### config.mk
export PLATFORM = sky130hd
export DESIGN_NAME = jk_sequence_driver
export DESIGN_NICKNAME = d
export VERILOG_FILES = /design/src/rtl/jk_sequence_driver.sv
export SDC_FILE = /design/constraint.sdc
export NUM_CORES = 1
export LEC_CHECK = 0
export BUFFER_PORTS_ARGS = -buffer_cell sky130_fd_sc_hd__buf_4
export CELL_PAD_IN_SITES_DETAIL_PLACEMENT = 2
export CELL_PAD_IN_SITES_GLOBAL_PLACEMENT = 2
export CORE_ASPECT_RATIO = 0.9
export CORE_MARGIN = 3
export CORE_UTILIZATION = 33
export CTS_CLUSTER_SIZE = 30
export DETAILED_ROUTE_END_ITERATION = 7
export PLACE_DENSITY_LB_ADDON = 0.1
export RECOVER_POWER = 25
export SYNTH_ARGS = -nofsm -noshare
export SYNTH_HDL_FRONTEND = slang
export SYNTH_SLANG_ARGS = --single-unit
### constraint.sdc
create_clock -name clk -period 2.9 [get_ports clk]
set_clock_uncertainty 0.1 [all_clocks]
set_input_delay 0.435 -clock clk [delete_from_list [all_inputs] [get_ports clk]]
set_output_delay 0.435 -clock clk [all_outputs]
set_load 0.02 [all_outputs]
### src/rtl/jk_sequence_driver.sv
// Purpose : drives a JK flip-flop bit by bit toward a target pattern and checks that Q lands on each bit.
// Latency : 2 cycles per bit plus 1 DONE cycle (2*PATTERN_W+1 busy cycles); J/K/enable are registered.
// Backpr. : none; start is only honoured in IDLE, and start while busy is dropped.
module jk_sequence_driver #(
    parameter int PATTERN_W = 8,
    parameter int CNT_W     = 8
) (
    input  logic                 clk,
    input  logic                 rst,
    input  logic                 start,
    input  logic [PATTERN_W-1:0] pattern,
    input  logic                 Q,
    output logic                 J,
    output logic                 K,
    output logic                 enable,
    output logic                 busy,
    output logic                 done,
    output logic [CNT_W-1:0]     err_count,
    output logic                 pass
);

    localparam int IDX_W = (PATTERN_W > 1) ? $clog2(PATTERN_W) : 1;
    localparam logic [IDX_W-1:0] LAST_IDX = IDX_W'(PATTERN_W - 1);
    localparam logic [CNT_W-1:0] ERR_MAX  = {CNT_W{1'b1}};

    typedef enum logic [1:0] {
        S_IDLE,
        S_DRIVE,
        S_CHECK,
        S_DONE
    } state_t;

    state_t               state_q, state_d;
    logic [PATTERN_W-1:0] pat_q, pat_d;
    logic [IDX_W-1:0]     idx_q, idx_d;
    logic                 j_q, j_d;
    logic                 k_q, k_d;
    logic                 en_q, en_d;
    logic                 busy_q, busy_d;
    logic                 done_q, done_d;
    logic                 pass_q, pass_d;
    logic [CNT_W-1:0]     err_q, err_d;

    logic [IDX_W-1:0]     nxt_idx;
    logic                 nxt_t;
    logic [CNT_W-1:0]     err_next;

    // Next-state, excitation and scoreboard logic; excitation always uses the live Q.
    always_comb begin
        state_d  = state_q;
        pat_d    = pat_q;
        idx_d    = idx_q;
        j_d      = j_q;
        k_d      = k_q;
        en_d     = en_q;
        busy_d   = busy_q;
        done_d   = done_q;
        pass_d   = pass_q;
        err_d    = err_q;
        nxt_idx  = idx_q + IDX_W'(1);
        nxt_t    = pat_q[nxt_idx];
        err_next = err_q;
        if ((Q != pat_q[idx_q]) && (err_q != ERR_MAX)) begin
            err_next = err_q + CNT_W'(1);
        end

        case (state_q)
            S_IDLE: begin
                if (start) begin
                    pat_d   = pattern;
                    err_d   = '0;
                    pass_d  = 1'b0;
                    idx_d   = '0;
                    // Hold when Q already equals the target, otherwise set or reset; never toggle.
                    j_d     = ~Q & pattern[0];
                    k_d     = Q & ~pattern[0];
                    en_d    = 1'b1;
                    busy_d  = 1'b1;
                    state_d = S_DRIVE;
                end
            end
            S_DRIVE: begin
                j_d     = 1'b0;
                k_d     = 1'b0;
                en_d    = 1'b0;
                state_d = S_CHECK;
            end
            S_CHECK: begin
                err_d = err_next;
                if (idx_q == LAST_IDX) begin
                    done_d  = 1'b1;
                    pass_d  = (err_next == '0);
                    state_d = S_DONE;
                end else begin
                    idx_d   = nxt_idx;
                    j_d     = ~Q & nxt_t;
                    k_d     = Q & ~nxt_t;
                    en_d    = 1'b1;
                    state_d = S_DRIVE;
                end
            end
            S_DONE: begin
                done_d  = 1'b0;
                busy_d  = 1'b0;
                state_d = S_IDLE;
            end
            default: begin
                state_d = S_IDLE;
            end
        endcase
    end

    // State register with synchronous reset that overrides everything, mid-run included.
    always_ff @(posedge clk) begin
        if (rst) begin
            state_q <= S_IDLE;
            pat_q   <= '0;
            idx_q   <= '0;
            j_q     <= 1'b0;
            k_q     <= 1'b0;
            en_q    <= 1'b0;
            busy_q  <= 1'b0;
            done_q  <= 1'b0;
            pass_q  <= 1'b0;
            err_q   <= '0;
        end else begin
            state_q <= state_d;
            pat_q   <= pat_d;
            idx_q   <= idx_d;
            j_q     <= j_d;
            k_q     <= k_d;
            en_q    <= en_d;
            busy_q  <= busy_d;
            done_q  <= done_d;
            pass_q  <= pass_d;
            err_q   <= err_d;
        end
    end

    assign J         = j_q;
    assign K         = k_q;
    assign enable    = en_q;
    assign busy      = busy_q;
    assign done      = done_q;
    assign err_count = err_q;
    assign pass      = pass_q;

endmodule

* Yosys cells after proc, flatten, opt, wreduce, memory -nomap -nowiden
Index checks and enable logic that the tools add are counted.
** Word-level totals
- Register bits after elaboration :: 27
- Word-level logic and storage cells :: 72
- Bits of input ports :: 12
** Operators by class
- $add $sub $neg :: 2
- Eq/ne operators :: 9
- Bitwise gates (word level) :: 7
- Multiplexer cells :: 28
- $lt $le $gt $ge :: 2
- Reductions and logical operators :: 14
** Operators with widths (number)
- 8-bit two-way mux :: 2
- 8-bit one-hot mux with 2 select lines :: 1
- 1-bit two-way mux :: 11
- 1-bit one-hot mux with 3 select lines :: 3
- 3-bit AND reduction :: 3
- 8-bit by 1-bit adder with 8-bit output (second input constant) :: 1
- 8-bit zero test :: 1
- 3-bit by 4-bit < comparator with 1-bit output (second input constant) :: 2
- 8-bit != test (second input constant) :: 1
- 2-bit one-hot mux with 4 select lines :: 1
- 2-bit AND reduction :: 4
- 1-bit binary-select mux with 3-bit select :: 2
- 3-bit two-way mux :: 2
- 2-bit != test (second input constant) :: 3
- 1-bit one-hot mux with 2 select lines :: 3
- 3-bit one-hot mux with 2 select lines :: 1
- 2-bit nonzero test :: 3
- 1-bit AND :: 4
- 2-bit == test (second input constant) :: 2
- 2-bit two-way mux :: 2
- 3-bit by 1-bit adder with 3-bit output (second input constant) :: 1
- 3-bit == test (second input constant) :: 1
- 1-bit NOT :: 3
- 3-bit nonzero test :: 1
- other kinds (4) :: 4

* Longest topological paths before layout
Gate-level depths: netlist (run 1).
- Word-level depth :: 8
- Gate-level depth with buffers :: 9
- Depth with buffers taken out :: 7

* Worst setup path before layout (run 1)
No wires, ideal clock.
- Path type :: register to register
- Start point :: register err_q[0], in the netlist err_count[0]
- End point :: register err_q[6], in the netlist err_count[6]
- Period minus slack after synthesis :: 2.271 ns
- Buffers on the path :: 2
- Required time :: 2.709 ns
- Cell stages (with the launch flop) :: 10
- Setup slack :: 0.629 ns
- Arrival :: 2.080 ns
- Path through :: dfxtp_1 > ha_1 > clkbuf_8 > nand4_1 > nor2_1 > and4bb_1 > or2_1 > buf_6 > a31o_1 > a311oi_1
** Between the ends
- Cells in the longest elaborated chain, start to end :: 4
- Elaborated cells on any way between the ends :: 5
- Those cells by class :: add/sub: 1; eq/ne: 1; mux: 2; reduce/logical: 1
** Ends and longest elaborated chain
- from (decl) :: RTL line 42 : logic [CNT_W-1:0] err_q, err_d;
- from (signal assigned) :: RTL line 136 : err_q <= err_d;
- parallel branches: the longest is 2 deep, another holds 8-bit by 1-bit adder with 8-bit output
- 8-bit two-way mux * :: RTL line 63 : if ((Q != pat_q[idx_q]) && (err_q != ERR_MAX)) begin
- 8-bit one-hot mux with 2 select lines * :: RTL line 67 : case (state_q)
Mark *: on every way between the ends.
A chain may end at the register's enable or synchronous reset.

* Worst setup path after layout (run 1)
- Start point :: register err_q[0], in the netlist err_count[0]
- End point :: register err_q[2], in the netlist err_count[2]
Same word-level chain as after synthesis.

==> results of run 1 <==
==> routing by layer <==
layer | vias up | wire length [um] | global-route usage
li1 | 742 | - | -
met1 | 729 | 2340 | 0.244
met2 | 26 | 2220 | 0.300
met3 | 2 | 179 | 0.0346
met4 | 0 | 27 | 0.0263
met5 | - | 0 | 0
==> through the flow <==
stage,util,instance area (um^2),hold WS (ns),instances
after floorplan,-,1640,0.345,199
after global placement,0.385,1770,0.342,272
after detailed placement,0.385,1770,0.368,272
after CTS,0.396,1820,0.294,276
after global routing,0.390,1800,0.292,276
final,0.390,1800,0.296,276
==> cells by family (layout without fill, tap and decap cells) <==
family | after synthesis | count (layout) | share of synthesized area
AO/OA/AOI/OAI | 56 | 56 | 0.230
multiplexers | 9 | 9 | 0.0742
flip-flops | 27 | 27 | 0.330
AND/OR/NAND/NOR | 77 | 77 | 0.222
buffers and inverters | 25 | 40 | 0.110
XOR/XNOR | 2 | 2 | 0.0107
adder cells (fa/ha/maj) | 3 | 3 | 0.0229
==> worst reg2reg max path, cell delays in order, from the launching register on <==
cell and delay (ns):
dfxtp_1 0.45, ha_1 0.38, nand4_1 0.15, nor2_1 0.22
and4bb_1 0.26, or2_1 0.36, a21o_2 0.27, a311oi_1 0.26
==> where the power goes <==
| group | leakage, nW | total, mW | switching, mW | internal (mW) |
|---|---|---|---|---|
| clock network | 0.0217 | 0.228 | 0.130 | 0.0977 |
| logic | 0.424 | 0.116 | 0.0706 | 0.0450 |
| registers | 0.220 | 0.399 | 0.0144 | 0.384 |
| total | 0.666 | 0.743 | 0.215 | 0.527 |
==> path summary, 6_finish.rpt <==
kind                                   start           end  slack (ns)  depth (start not counted)
worst max-delay path            err_count[0]  err_count[2]        0.36                          7
worst min-delay path              pattern[1]      pat_q[1]        0.30                          3
worst max register to register  err_count[0]  err_count[2]        0.36                          7
worst min register to register        enable        enable        0.37                          2
==> cell type report <==
type | instances | area [um^2] | area share
inverters | 8 | 30.0 | 0.0167
multi-input cells | 147 | 916 | 0.510
flip-flops and latches | 27 | 541 | 0.301
well taps | 62 | 77.6 | 0.0432
clock buffers | 3 | 41.3 | 0.0230
clock inverters | 1 | 7.51 | 0.00418
repair buffers | 28 | 184 | 0.102
==> cells in the final DEF, fill, tap and decap left out, types with 2 or more instances in the layout <==
| cell type | count |
|---|---|
| a21o_2 | 2 |
| a31oi_1 | 3 |
| mux4_2 | 2 |
| o21ai_0 | 4 |
| clkbuf_1 | 7 |
| nand3_1 | 3 |
| or3_1 | 2 |
| a22oi_1 | 3 |
| a32oi_1 | 2 |
| nand4_1 | 3 |
| nor3_1 | 4 |
| a311oi_1 | 4 |
| clkbuf_8 | 3 |
| nor4_1 | 2 |
| buf_4 | 21 |
| inv_1 | 8 |
| a41oi_1 | 2 |
| nand2_1 | 25 |
| dfxtp_1 | 27 |
| nor2_1 | 26 |
| ha_1 | 3 |
| a21oi_1 | 24 |
| a211oi_1 | 4 |
| mux2i_1 | 5 |
==> sequential cells by signal, summed over array words and instances (netlist names) <==
name,cells
state_q,2
K,1
pat_q,8
enable,1
J,1
busy,1
err_count,8
done,1
idx_q,3
pass,1
==> flow_summary_export.csv, run 1 <==
group,metric,value,unit
layout,drive_gt1_frac,0.178,
timing,setup_ws,0.360,ns
drt,vias,1499,
synth,synth_top_area_share,0.330,
placed_design,dp_hpwl,3620,um
synth,synth_common_cells,"27 x dfxtp_1, 26 x nor2_1, 25 x nand2_1",
timing,hold_viol_final,0,
setup_path,worstPathArrival,2.63,ns
setup_path,crit_slowest_cell,"dfxtp_1",
drt,wirelength,4770,um
synth,ys_seq_area_frac,0.330,
synth,synthesis.area,1640,um^2
global_route,grt_pass1_vias,1637,
setup_path,startpoint_type,"flop",
setup_path,critPathRequiredTime,2.99,ns
cts,clock_sinks,27,
cts,root_buffer,"clkbuf_8",
die,num_rows,23,
setup_path,critPathKind,"reg2reg",
synth,syn_inst,199,
global_route,grt_max_degree,27,
global_route,track_usage,0.179,
synth,ys.flop_type,"dfxtp_1",
synth,synth_edf_count,0,
drt,drc,0,
placed_design,portBuffers,25,
die,initial_core_util,0.355,
timing,finalSetupViolCount,0,
timing,slew_headroom,0.665,
setup_path,critPathMaxFanout,10,
synth,async_flop_share,0,
global_route,antenna_found_initial,0,
global_route,grt_overflow,0,
timing,rsz0062_at_grt,"false",
cts,cts_setup_buffers,0,
cts,cts_tree,"done",
cts,htreeDepth,1,
cts,cts_buffer_depth,2,
cts,cts-resized-gates,0,
die,fp.dieW,80.2,um
drt,drt-pass1-iter-count,4,
timing,drv_slew,0,
power,p_leak,0.666,nW
layout,fill_cells,540,
cts,insertion_delay,0.28,ns
setup_path,cp_num_buf_inv,0,
drt,drt_iter0_markers,95,
synth,synth_cell_types,50,
timing,fmax,0.394,GHz
setup_path,cpLargestDelayFamily,"simple AND/OR/NAND/NOR gates",
power,max-vdd-ir-drop,0.000282,V
layout,nNetsFinal,230,
synth,ys_seq_elements,27,
synth,synth_area_leader_cell,"dfxtp_1",
timing,fin_crit,2.54,ns
drt,drt-wirelength-per-cell,17.3,um
placed_design,gp_congestion,0.935,
timing,worst_slew_pin_slew,0.502,ns
drt,avgViaCountPerCell,5.43,
die,top_level_ports,26,
status,status,"finished, final reports clean",
power,power_density,413,nW/um^2
synth,syn_nets,214,
layout,insertedDiodeCount,0,
cts,clk_pin_slew,0.10,ns
placed_design,dpl_worst_slack,0.396,ns
cts,numCtsBuffers,3,
flow_run,drv_cap,0,
synth,yosysMostFrequentCell,"dfxtp_1",
synth,yosysWarnings,0,
power,power,743,uW
setup_path,crit_path_cell_trace,"ha_1 -> nand4_1 -> nor2_1 -> and4bb_1 -> or2_1 -> a21o_2 -> a311oi_1",
die,die_h,72.8,um
global_route,grt_pass1_wl,8310,um
timing,finalSetupTns,0,ns
worst_hold_path,hold_class,"in2reg",
timing,min_period_over_period,0.876,
die,core,4600,um^2
layout,flow.area_growth_from_synthesis,9.79,%
setup_path,end_kind,"flop",
die,dieArea,5840,um^2
synth,syn_area_per_cell,8.22,um^2
synth,synthTopCellsByArea,"dfxtp_1 33%, a21oi_1 7.3%, nor2_1 6.0%",
setup_path,slowest_delay,0.45,ns
cts,holdBufCountCts,0,
drt,ant_nets,0,
(Power assumes the default switching activity.)
==> inputs of run 2 (changes only) <==
--- a/config.mk
+++ b/config.mk
@@ -6,13 +6,14 @@
 export NUM_CORES = 1
 export LEC_CHECK = 0
 export BUFFER_PORTS_ARGS = -buffer_cell sky130_fd_sc_hd__buf_4
-export CELL_PAD_IN_SITES_DETAIL_PLACEMENT = 2
+export CELL_PAD_IN_SITES_DETAIL_PLACEMENT = 0
 export CELL_PAD_IN_SITES_GLOBAL_PLACEMENT = 2
 export CORE_ASPECT_RATIO = 0.9
 export CORE_MARGIN = 3
 export CORE_UTILIZATION = 33
 export CTS_CLUSTER_SIZE = 30
 export DETAILED_ROUTE_END_ITERATION = 7
+export GPL_ROUTABILITY_DRIVEN = 0
 export PLACE_DENSITY_LB_ADDON = 0.1
 export RECOVER_POWER = 25
 export SYNTH_ARGS = -nofsm -noshare
==> flow_summary_export.csv, run 2 (synthesized netlist as in run 1, its figures left out) <==
group,metric,value,unit
status,status,"finished, final reports clean",
global_route,met1_usage,0.203,
die,fp.dieW,80.2,um
drt,avgViaCountPerCell,5.20,
timing,min_period_over_period,0.835,
cts,clock_sinks,27,
global_route,grt_use_met2,0.220,
timing,fin_crit,2.42,ns
die,core,4600,um^2
power,power,723,uW
layout,flow.area_growth_from_synthesis,9.56,%
die,dieArea,5840,um^2
setup_path,end_kind,"flop",
placed_design,dp_hpwl,2860,um
power,max-vdd-ir-drop,0.000211,V
layout,fill_cells,497,
layout,layout_common_cells,"27 x dfxtp_1, 26 x nor2_1, 25 x nand2_1",
layout,insertedDiodeCount,0,
placed_design,place_area,1770,um^2
setup_path,critPathMaxFanout,10,
global_route,grt_util_met3,0.0383,
cts,cts_setup_buffers,0,
cts,cts_buffer_depth,2,
placed_design,dp_cells,272,
timing,slew_headroom,0.663,
cts,cts_tree,"done",
timing,hold_viol_final,0,
power,power_density,403,nW/um^2
drt,drc,0,
flow_run,drv_cap,0,
setup_path,startpoint_type,"flop",
placed_design,dpl_worst_slack,0.522,ns
global_route,antenna_found_initial,0,
power,p_leak,0.667,nW
cts,holdBufCountCts,0,
timing,drv_slew,0,
global_route,grt_max_degree,27,
setup_path,worstPathArrival,2.50,ns
setup_path,critPathRequiredTime,2.98,ns
setup_path,worst-r2r-cell-count,7,
layout,drive_gt1_frac,0.173,
cts,htreeDepth,1,
cts,root_buffer,"clkbuf_8",
drt,vias,1436,
drt,drt-pass1-iter-count,4,
drt,ant_nets,0,
drt,drt-wirelength-per-cell,14.2,um
global_route,grt_pass1_wl,6580,um
timing,finalSetupViolCount,0,
drt,wirelength,3920,um
placed_design,portBuffers,25,
die,top_level_ports,26,
layout,nNetsFinal,230,
cts,clk_pin_slew,0.09,ns
global_route,grt-busiest-layer,"met2",
cts,insertion_delay,0.27,ns
setup_path,critPathKind,"reg2reg",
worst_hold_path,hold_class,"in2reg",
timing,setup_ws,0.477,ns
layout,layout_commonest_cell,"dfxtp_1",
die,initial_core_util,0.355,
drt,drt_iter0_markers,100,
global_route,grt_pass1_vias,1345,
worst_hold_path,whs_path_depth,3,
die,num_rows,23,
global_route,track_usage,0.142,
timing,finalSetupTns,0,ns
cts,numCtsBuffers,3,
global_route,grt_overflow,0,
timing,worst_slew_pin_slew,0.504,ns
layout,fin_area,1790,um^2
die,die_h,72.8,um
layout,final_cells,276,
timing,rsz0062_at_grt,"false",
timing,fmax,0.413,GHz
cts,cts-resized-gates,0,
[run 2: cell count changes in the layout (fill, tap and decap cells not counted), sizes merged]
cell	previous run	this run
clkinvlp	1	0
clkbuf	10	11
[run 2: final timing paths]
kind                              startpoint            to  slack, ns
worst max register to register  err_count[0]  err_count[2]       0.48
worst max-delay path            err_count[0]  err_count[2]       0.48
worst min-delay path              pattern[3]      pat_q[3]       0.30
worst min register to register             J             J       0.36
[run 2: routing by layer]
metal | share of wire | wire length (um)
met3 | 0.072 | 282
met5 | 0 | 0
met1 | 0.49 | 1910
met4 | 0.0056 | 22
met2 | 0.43 | 1700
[run 2: stage by stage]
step                      utilization  hold slack, ns
final                           0.389           0.302
after global routing            0.389           0.295
after CTS                       0.395           0.293
after detailed placement        0.385           0.360
after global placement          0.385           0.342
after floorplan                     -           0.345
[run 2: report_power, final]
part	total (mW)	internal [mW]	switching, mW
Combinational	0.111	0.0450	0.0657
Clock	0.215	0.0983	0.116
Sequential	0.398	0.384	0.0138
[run 2: cell type report]
type	count	area [um^2]	area share
flip-flops and latches	27	541	0.301
repair buffers	28	184	0.103
well taps	62	77.6	0.0433
clock buffers	4	45.0	0.0251
multi-input cells	147	916	0.511
inverters	8	30.0	0.0167
[run 2: worst max-delay path, cell delays in order, from the launching register on]
cell and delay (ns):
dfxtp_1 0.43, ha_1 0.37, nand4_1 0.15, nor2_1 0.18
and4bb_1 0.25, or2_1 0.34, a21o_2 0.26, a311oi_1 0.26
